## src/rtl/ctrl_demux_pkg.sv

```systemverilog
// ctrl_demux shared types.
// FSM state encoding and drop counter width.
package ctrl_demux_pkg;

  typedef enum logic [1:0] {
    IDLE,
    FWD,
    DROP
  } state_t;

  localparam int DROP_COUNT_WIDTH = 16;

endpackage

```

## src/rtl/ctrl_demux_fifo.sv

```systemverilog
// ctrl_demux per-port output FIFO, first-word-fall-through.
// Ports: in_* / push write side, out_* / pop read side, full flag.
module ctrl_demux_fifo #(
  parameter int DATA_WIDTH = 16,
  parameter int KEEP_WIDTH = 2,
  parameter int DEPTH      = 4
) (
  input  logic                  clk,
  input  logic                  rst,
  input  logic [DATA_WIDTH-1:0] in_data,
  input  logic [KEEP_WIDTH-1:0] in_keep,
  input  logic                  in_last,
  input  logic                  push,
  output logic [DATA_WIDTH-1:0] out_data,
  output logic [KEEP_WIDTH-1:0] out_keep,
  output logic                  out_last,
  output logic                  out_valid,
  input  logic                  pop,
  output logic                  full
);

  localparam int AW = $clog2(DEPTH);
  localparam int CW = $clog2(DEPTH + 1);
  localparam int EW = DATA_WIDTH + KEEP_WIDTH + 1;

  logic [EW-1:0] mem [DEPTH];
  logic [AW-1:0] wr_ptr;
  logic [AW-1:0] rd_ptr;
  logic [CW-1:0] count;
  logic          push_ok;
  logic          pop_ok;

  assign full      = (count == CW'(DEPTH));
  assign out_valid = (count != '0);
  assign push_ok   = push && !full;
  assign pop_ok    = pop && out_valid;

  assign {out_last, out_keep, out_data} = mem[rd_ptr];

  always_ff @(posedge clk) begin
    if (push_ok) begin
      mem[wr_ptr] <= {in_last, in_keep, in_data};
    end
  end

  always_ff @(posedge clk) begin
    if (rst) begin
      wr_ptr <= '0;
      rd_ptr <= '0;
      count  <= '0;
    end else begin
      if (push_ok) begin
        wr_ptr <= wr_ptr + 1'b1;
      end
      if (pop_ok) begin
        rd_ptr <= rd_ptr + 1'b1;
      end
      unique case ({push_ok, pop_ok})
        2'b10:   count <= count + 1'b1;
        2'b01:   count <= count - 1'b1;
        default: count <= count;
      endcase
    end
  end

endmodule

```

## src/rtl/ctrl_demux.sv

```systemverilog
// ctrl_demux: steers whole frames to one of M_COUNT FIFO-backed ports.
// Ports: s_val_axis_* in, s_selector_* per-frame dest, m_val_axis_* out.
module ctrl_demux
  import ctrl_demux_pkg::*;
#(
  parameter int DATA_WIDTH     = 16,
  parameter int M_COUNT        = 2,
  parameter int SELECTOR_WIDTH = $clog2(M_COUNT),
  parameter int KEEP_ENABLE    = 1,
  parameter int KEEP_WIDTH     = DATA_WIDTH / 8,
  parameter int FIFO_DEPTH     = 4
) (
  input  logic                          clk,
  input  logic                          rst,
  input  logic [DATA_WIDTH-1:0]         s_val_axis_tdata,
  input  logic [KEEP_WIDTH-1:0]         s_val_axis_tkeep,
  input  logic                          s_val_axis_tlast,
  input  logic                          s_val_axis_tvalid,
  output logic                          s_val_axis_tready,
  input  logic [SELECTOR_WIDTH-1:0]     s_selector_tdata,
  input  logic                          s_selector_tvalid,
  output logic                          s_selector_tready,
  output logic [M_COUNT*DATA_WIDTH-1:0] m_val_axis_tdata,
  output logic [M_COUNT*KEEP_WIDTH-1:0] m_val_axis_tkeep,
  output logic [M_COUNT-1:0]            m_val_axis_tlast,
  output logic [M_COUNT-1:0]            m_val_axis_tvalid,
  input  logic [M_COUNT-1:0]            m_val_axis_tready,
  output logic [15:0]                   drop_count
);

  localparam int SW = SELECTOR_WIDTH;

  state_t                      state;
  state_t                      state_nxt;
  logic [SW-1:0]               sel;
  logic [DROP_COUNT_WIDTH-1:0] drop_cnt;
  logic [DROP_COUNT_WIDTH-1:0] drop_nxt;
  logic [M_COUNT-1:0]          full;
  logic [M_COUNT-1:0]          push;
  logic                        last_eff;
  logic [KEEP_WIDTH-1:0]       keep_eff;
  logic                        sel_full;
  logic                        sel_ok;
  logic                        val_ready;
  logic                        sel_ready;
  logic                        beat_ok;
  logic                        drop_done;

  assign last_eff = (KEEP_ENABLE != 0) ? s_val_axis_tlast : 1'b1;
  assign keep_eff = (KEEP_ENABLE != 0) ? s_val_axis_tkeep : '1;

  // Extra bit so M_COUNT == 2**SW still compares correctly.
  assign sel_ok = {1'b0, s_selector_tdata} < (SW + 1)'(M_COUNT);

  always_comb begin
    sel_full = 1'b1;
    for (int i = 0; i < M_COUNT; i++) begin
      if (sel == SW'(i)) begin
        sel_full = full[i];
      end
    end
  end

  always_comb begin
    state_nxt = state;
    val_ready = 1'b0;
    sel_ready = 1'b0;
    unique case (state)
      IDLE: begin
        sel_ready = s_selector_tvalid;
        if (s_selector_tvalid) begin
          state_nxt = sel_ok ? FWD : DROP;
        end
      end
      FWD: begin
        val_ready = !sel_full;
        if (s_val_axis_tvalid && val_ready && last_eff) begin
          state_nxt = IDLE;
        end
      end
      DROP: begin
        val_ready = 1'b1;
        if (s_val_axis_tvalid && last_eff) begin
          state_nxt = IDLE;
        end
      end
      default: state_nxt = IDLE;
    endcase
  end

  // Hold both readies low while reset is applied.
  assign s_val_axis_tready = val_ready && !rst;
  assign s_selector_tready = sel_ready && !rst;

  assign beat_ok   = s_val_axis_tvalid && s_val_axis_tready;
  assign drop_done = beat_ok && last_eff && (state == DROP);

  always_comb begin
    push = '0;
    for (int i = 0; i < M_COUNT; i++) begin
      push[i] = beat_ok && (state == FWD) && (sel == SW'(i));
    end
  end

  always_comb begin
    drop_nxt = drop_cnt;
    if (drop_done && (drop_cnt != '1)) begin
      drop_nxt = drop_cnt + 1'b1;
    end
  end

  always_ff @(posedge clk) begin
    if (rst) begin
      state    <= IDLE;
      sel      <= '0;
      drop_cnt <= '0;
    end else begin
      state    <= state_nxt;
      drop_cnt <= drop_nxt;
      if (s_selector_tvalid && s_selector_tready) begin
        sel <= s_selector_tdata;
      end
    end
  end

  assign drop_count = drop_cnt;

  for (genvar i = 0; i < M_COUNT; i++) begin : g_port
    ctrl_demux_fifo #(
      .DATA_WIDTH (DATA_WIDTH),
      .KEEP_WIDTH (KEEP_WIDTH),
      .DEPTH      (FIFO_DEPTH)
    ) u_fifo (
      .clk       (clk),
      .rst       (rst),
      .in_data   (s_val_axis_tdata),
      .in_keep   (keep_eff),
      .in_last   (last_eff),
      .push      (push[i]),
      .out_data  (m_val_axis_tdata[i*DATA_WIDTH +: DATA_WIDTH]),
      .out_keep  (m_val_axis_tkeep[i*KEEP_WIDTH +: KEEP_WIDTH]),
      .out_last  (m_val_axis_tlast[i]),
      .out_valid (m_val_axis_tvalid[i]),
      .pop       (m_val_axis_tready[i]),
      .full      (full[i])
    );
  end

endmodule

```

## config.mk

```make
export PLATFORM = sky130hd
export DESIGN_NAME = ctrl_demux
export DESIGN_NICKNAME = d
export VERILOG_FILES = /design/src/rtl/ctrl_demux_pkg.sv /design/src/rtl/ctrl_demux_fifo.sv /design/src/rtl/ctrl_demux.sv
export SDC_FILE = /design/constraint.sdc
export NUM_CORES = 1
export LEC_CHECK = 0
export CAP_MARGIN = 30
export CORE_MARGIN = 2
export CORE_UTILIZATION = 60
export CTS_BUF_LIST = sky130_fd_sc_hd__clkbuf_8
export DETAILED_ROUTE_END_ITERATION = 16
export GPL_TIMING_DRIVEN = 1
export PLACE_DENSITY_LB_ADDON = 0.3
export SYNTH_ARGS = -nofsm -noshare
export SYNTH_HDL_FRONTEND = slang
export SYNTH_SLANG_ARGS = --single-unit
```

## constraint.sdc

```tcl
create_clock -name clk -period 5.6 [get_ports clk]
set_clock_uncertainty 0.05 [all_clocks]
set_input_delay 0.84 -clock clk [delete_from_list [all_inputs] [get_ports clk]]
set_output_delay 0.84 -clock clk [all_outputs]
set_load 0.05 [all_outputs]
```

### Word-level counts from Yosys, hierarchy flattened

Memory sizes are Yosys's and may differ from the RTL's. A register that Yosys moved wholly into a read port is not among the register bits.
Index checks and enable logic that the tools add are counted.

* RAM bits: 152
* flip-flop bits (word level): 33
* memories: 2
* word-level logic and storage cells: 77

* eq/ne operators: 12
* reduce and logical (&&, ||, !) cells: 27
* muxes and demuxes: 17
* bitwise logic cells: 1
* add/subtract/negate cells: 9

Memories
* g_port[0].u_fifo.mem: depth 4, bits a word 19, rd ports 1, clocked after Yosys merged registers in 1, write ports 1, RTL line ctrl_demux_fifo.sv:26 `logic [EW-1:0] mem [DEPTH];`
* g_port[1].u_fifo.mem: depth 4, bits a word 19, rd ports 1, clocked after Yosys merged registers in 1, write ports 1, RTL line ctrl_demux_fifo.sv:26

Operators by type and width (count)
* logical AND 1 bit: 17
* adder 16 x 1 -> 16 bit (second input constant): 1
* inequality test 16 bit (second input constant): 1
* two-way mux 2 bit: 7
* one-hot mux 3 bit (2 select lines): 2
* adder 2 x 1 -> 2 bit (second input constant): 4
* adder 3 x 1 -> 3 bit (second input constant): 2
* == test 2 x 1 -> 1 bit (second input constant): 3
* == test 2 bit (second input constant): 3
* == test 3 bit (second input constant): 2
* two-way mux 1 bit: 6
* inequality test 2 bit (second input constant): 3
* one-hot mux 2 bit (3 select lines): 1
* nonzero test 3 bit: 2
* subtractor 3 x 1 -> 3 bit (second input constant): 2
* logical NOT 1 bit: 4
* nonzero test 2 bit: 2
* AND reduction 3 bit: 1
* logical NOT 2 bit: 1
* one-hot mux 1 bit (2 select lines): 1
* inverter 1 bit: 1

### Logic depth before layout (Yosys ltp)

* depth in word-level cells: 11
* depth in mapped cells: 10
* depth with buffers taken out: 9

### By module

From an unflattened synthesis, not the netlist that was laid out.

* cells, all modules: 334
* area total of the unflattened synthesis: 6784.0 um^2

By module, submodules not included
* ctrl_demux_fifo: sequential area each 2462.4 um^2, area each 3260.6 um^2, cells each 151, times used 2
* ctrl_demux: sequential area each 40.0 um^2, area each 262.8 um^2, cells each 32, times used 1

### Least setup slack after synthesis

Ideal clock, no wire load.

* path type: input port to output port
* start: input port rst
* end: output port s_val_axis_tready
* path slack: 2.554 ns
* arrival time: 2.156 ns
* stages: 2
* buffers on the path: 1
* required time: 4.710 ns
* path through: buf_2 -> nor3b_1

* longest elaborated chain between the ends: 2

Ends and longest elaborated chain
* from (decl): RTL line ctrl_demux.sv:14 `input logic rst,`
* logical NOT 1 bit: RTL line ctrl_demux.sv:92 `assign s_val_axis_tready = val_ready && !rst;`
* logical AND 1 bit: RTL line ctrl_demux.sv:92
* to (decl): RTL line ctrl_demux.sv:19 `output logic s_val_axis_tready,`

Every way passes these cells.

### Worst setup path after layout

* start: input port rst
* end: output port s_selector_tready

* longest elaborated chain between the ends: 2

Ends and longest elaborated chain
* logical NOT 1 bit: RTL line ctrl_demux.sv:93 `assign s_selector_tready = sel_ready && !rst;`
* logical AND 1 bit: RTL line ctrl_demux.sv:93
* to (decl): RTL line ctrl_demux.sv:22 `output logic s_selector_tready,`

Every way passes these cells.

==> impl_metrics.csv <==
group,metric,value,unit
die,die_x,110,um
global_route,antenna_found_initial,0,
place,post_dp_cell_area,7490,um2
synthesis,synth_seq_cells,172,
die,core_area,10900,um2
synthesis,synth-warning-count,0,
power_and_ir_drop,p_switching,0.000580,W
layout,final_area,7870,um2
synthesis,synth_top_family_by_area,"multiplexers",
sta,rsz0062_at_grt,"false",
job,cap_violations,0,
sta,fin_setup_tns,0,ns
worst_hold_path,hp-class,"reg2reg",
global_route,grt_max_degree,20,
clocking,cts_buffer_depth,2,
critical_path,r2r-start,"g_port[0].u_fifo.count[2]",
route,vias,3211,
critical_path,start_kind,"input pin",
layout,layout-drive-gt1-share,0.199,
global_route,grt_pass1_vias,3217,
global_route,gr-usage-all-layers,0.212,
power_and_ir_drop,internal_power,0.00184,W
critical_path,path_class,"in2out",
synthesis,synthAdderAreaFrac,0.0246,
synthesis,synth_compound_area_frac,0.0167,
sta,slew_headroom,0.336,
layout,layout_common_cells,"edfxtp_1, clkdlybuf4s50_1, mux4_2",
power_and_ir_drop,p_clk_frac,0.311,
clocking,clk_pin_slew,0.09,ns
place,routabilityCongestion,0.751,
synthesis,synth-main-ff-cell,"edfxtp_1",
clocking,clock_latency,0.44,ns
global_route,overflow,0,
route,drc_errors,0,
die,die_height,110,um
layout,antenna_cells,0,
sta,tightest_slew,0.996,ns
synthesis,synthMuxAreaShare,0.132,
power_and_ir_drop,ir_drop,0.199,mV
clocking,cts_tree,"built",
critical_path,crit_fanout,19,
synthesis,synth_area_leader_cell,"edfxtp_1",
layout,stdcell_count,562,
route,vias_per_cell,5.71,
worst_hold_path,min_from,"g_port[0].u_fifo.wr_ptr[0]",
critical_path,rrSetupSlack,2.96,ns
place,place_inst,529,
worst_hold_path,hold_path_depth,2,
place,port_buffers,67,
die,rows,38,
clocking,cts_resized,0,
critical_path,crit_required,4.71,ns
clocking,cts_root_buffer,"clkbuf_8",
sta,final_max_slew_viol_count,0,
synthesis,synth.area.top_cells,"edfxtp_1, mux4_2, dfxtp_1",
power_and_ir_drop,p_sw_frac,0.240,
sta,setup_ws,1.88,ns
synthesis,synth-edff-count,152,
layout,nNetsFinal,447,
route,ant_nets,0,
sta,min_period,3.72,ns
critical_path,ff2ff_path_depth,9,
power_and_ir_drop,power_frac_comb,0.104,
route,wl_per_cell,20.7,um
route,drt_iter0_drc,218,
die,die_area,12100,um2
die,pin_count,84,
route,firstDrtPassIters,4,
power_and_ir_drop,p_per_area,307,nW/um2
worst_hold_path,hold-path-endpoint,"g_port[0].u_fifo.wr_ptr[0]",
clocking,htree_levels,4,
outcome,status,"complete, no violations",
sta,period_share,0.665,
clocking,numCtsBuffers,17,
synthesis,netlist_area,6720,um2
clocking,cts.sinks,172,
layout,area_growth,17.0,%
place,pre_cts_slack,1.81,ns
sta,setup_viol,0,
place,dp_hpwl,7150,um
synthesis,synth_top_area_share,0.679,
clocking,post_cts_buffers,0,
route,drt-total-wl,11600,um
synthesis,ys_types,38,
sta,final_hold_viol_count,0,
power_and_ir_drop,pwr-share-seq,0.585,
critical_path,startpoint,"rst",
critical_path,cp.arrival,2.83,ns
synthesis,syn_inst,334,
critical_path,r2r_end,"g_port[0].u_fifo.count[2]",
synthesis,syn_area_per_cell,20.1,um2
synthesis,synth-simple-area-share,0.0359,
synthesis,synthXorXnorAreaFrac,0.0104,
power_and_ir_drop,leakagePower,2.52,nW
global_route,grt_pass1_wl,17700,um
clocking,hold_buffers,0,
critical_path,endpoint_kind,"primary output",
synthesis,seq_area_frac_synth,0.738,
die,initial_core_util,0.618,
sta,fmax,269,MHz
synthesis,async_flop_share,0,
sta,hold-worst-slack,0.461,ns
layout,final_common_cell,"edfxtp_1",
==> power groups by stage <==
| stage | Combinational (W) | Clock [W] | Sequential [W] |
|---|---|---|---|
| 6_report | 0.000251 | 0.000753 | 0.00141 |
| 5_1_grt | 0.000266 | 0.000819 | 0.00142 |
| 4_1_cts | 0.000254 | 0.000765 | 0.00141 |
| 3_5_place_dp | 0.000253 | 0 | 0.00144 |
| 3_3_place_gp | 0.000246 | 0 | 0.00144 |
| 2_1_floorplan | 0.000186 | 0 | 0.00144 |
==> registers in the layout, summed over array words and instances (netlist names), named ones only <==
name,cells
g_port.u_fifo.count,6
g_port.u_fifo.mem,152
state,1
g_port.u_fifo.wr_ptr,4
g_port.u_fifo.rd_ptr,4
sel,1
==> cell usage after synthesis, types with 2 or more instances <==
master and number:
nor2_1 13, and3_2 4, buf_2 3, o21ai_1 2, or3_1 2, a21oi_1 4
or3_2 2, o21ai_0 2, fa_1 2, o31ai_2 2, nand2_1 2, xnor2_1 2
ha_1 10, xor2_1 6, inv_1 13, clkbuf_1 2, o311ai_0 2, nand3_1 5
dfxtp_1 20, and2_4 2, or3b_1 2, buf_4 24, mux4_2 38, buf_6 2
edfxtp_1 152, and3_1 4
==> how the worst max path moves through the flow <==
| stage | end | cells after the start |
|---|---|---|
| floorplan | s_val_axis_tready | 2 |
| global placement | g_port[0].u_fifo.count[2] | 10 |
| detailed placement | g_port[0].u_fifo.count[2] | 10 |
| CTS | s_selector_tready | 4 |
| global route | s_selector_tready | 4 |
| finish | s_selector_tready | 4 |
==> per-stage QoR <==
stage | utilization | power [W]
floorplan | - | 0.00163
global route | 0.722 | 0.00250
finish | 0.722 | 0.00242
global placement | 0.681 | 0.00169
CTS | 0.720 | 0.00243
detailed placement | 0.688 | 0.00170
==> routing by layer <==
metal	track usage	up-vias	routed length, um
li1	-	1438	-
met1	0.286	1638	4760
met2	0.326	121	6010
met3	0.0729	14	712
met4	0.0723	0	159
met5	0	-	0
==> final cells by class <==
| class | instances | area [um2] |
|---|---|---|
| sequential | 172 | 4960 |
| timing repair buffer | 73 | 796 |
| clock inverter | 15 | 109 |
| clock buffer | 17 | 234 |
| tap | 140 | 175 |
| multi-input combinational | 132 | 1540 |
| inverter | 13 | 48.8 |
| fill | 663 | 3020 |
==> kinds of logic (layout without fill, tap and decap cells) <==
group,count (synthesis),in the layout
xor gates and xnor gates,8,8
buffers and inverters,45,118
DFF,172,172
adders and majority gates,12,12
muxes,40,40
other,1,16
AOI/OAI and AO/OA,15,15
and+or+nand+nor,41,41
==> worst max-delay path, cell delays in order <==
cell and delay (ns):
clkdlybuf4s50_1 0.91, inv_1 0.19, and2_1 0.19, clkdlybuf4s50_1 0.69
Note: power is estimated with default switching activity, not from simulation.
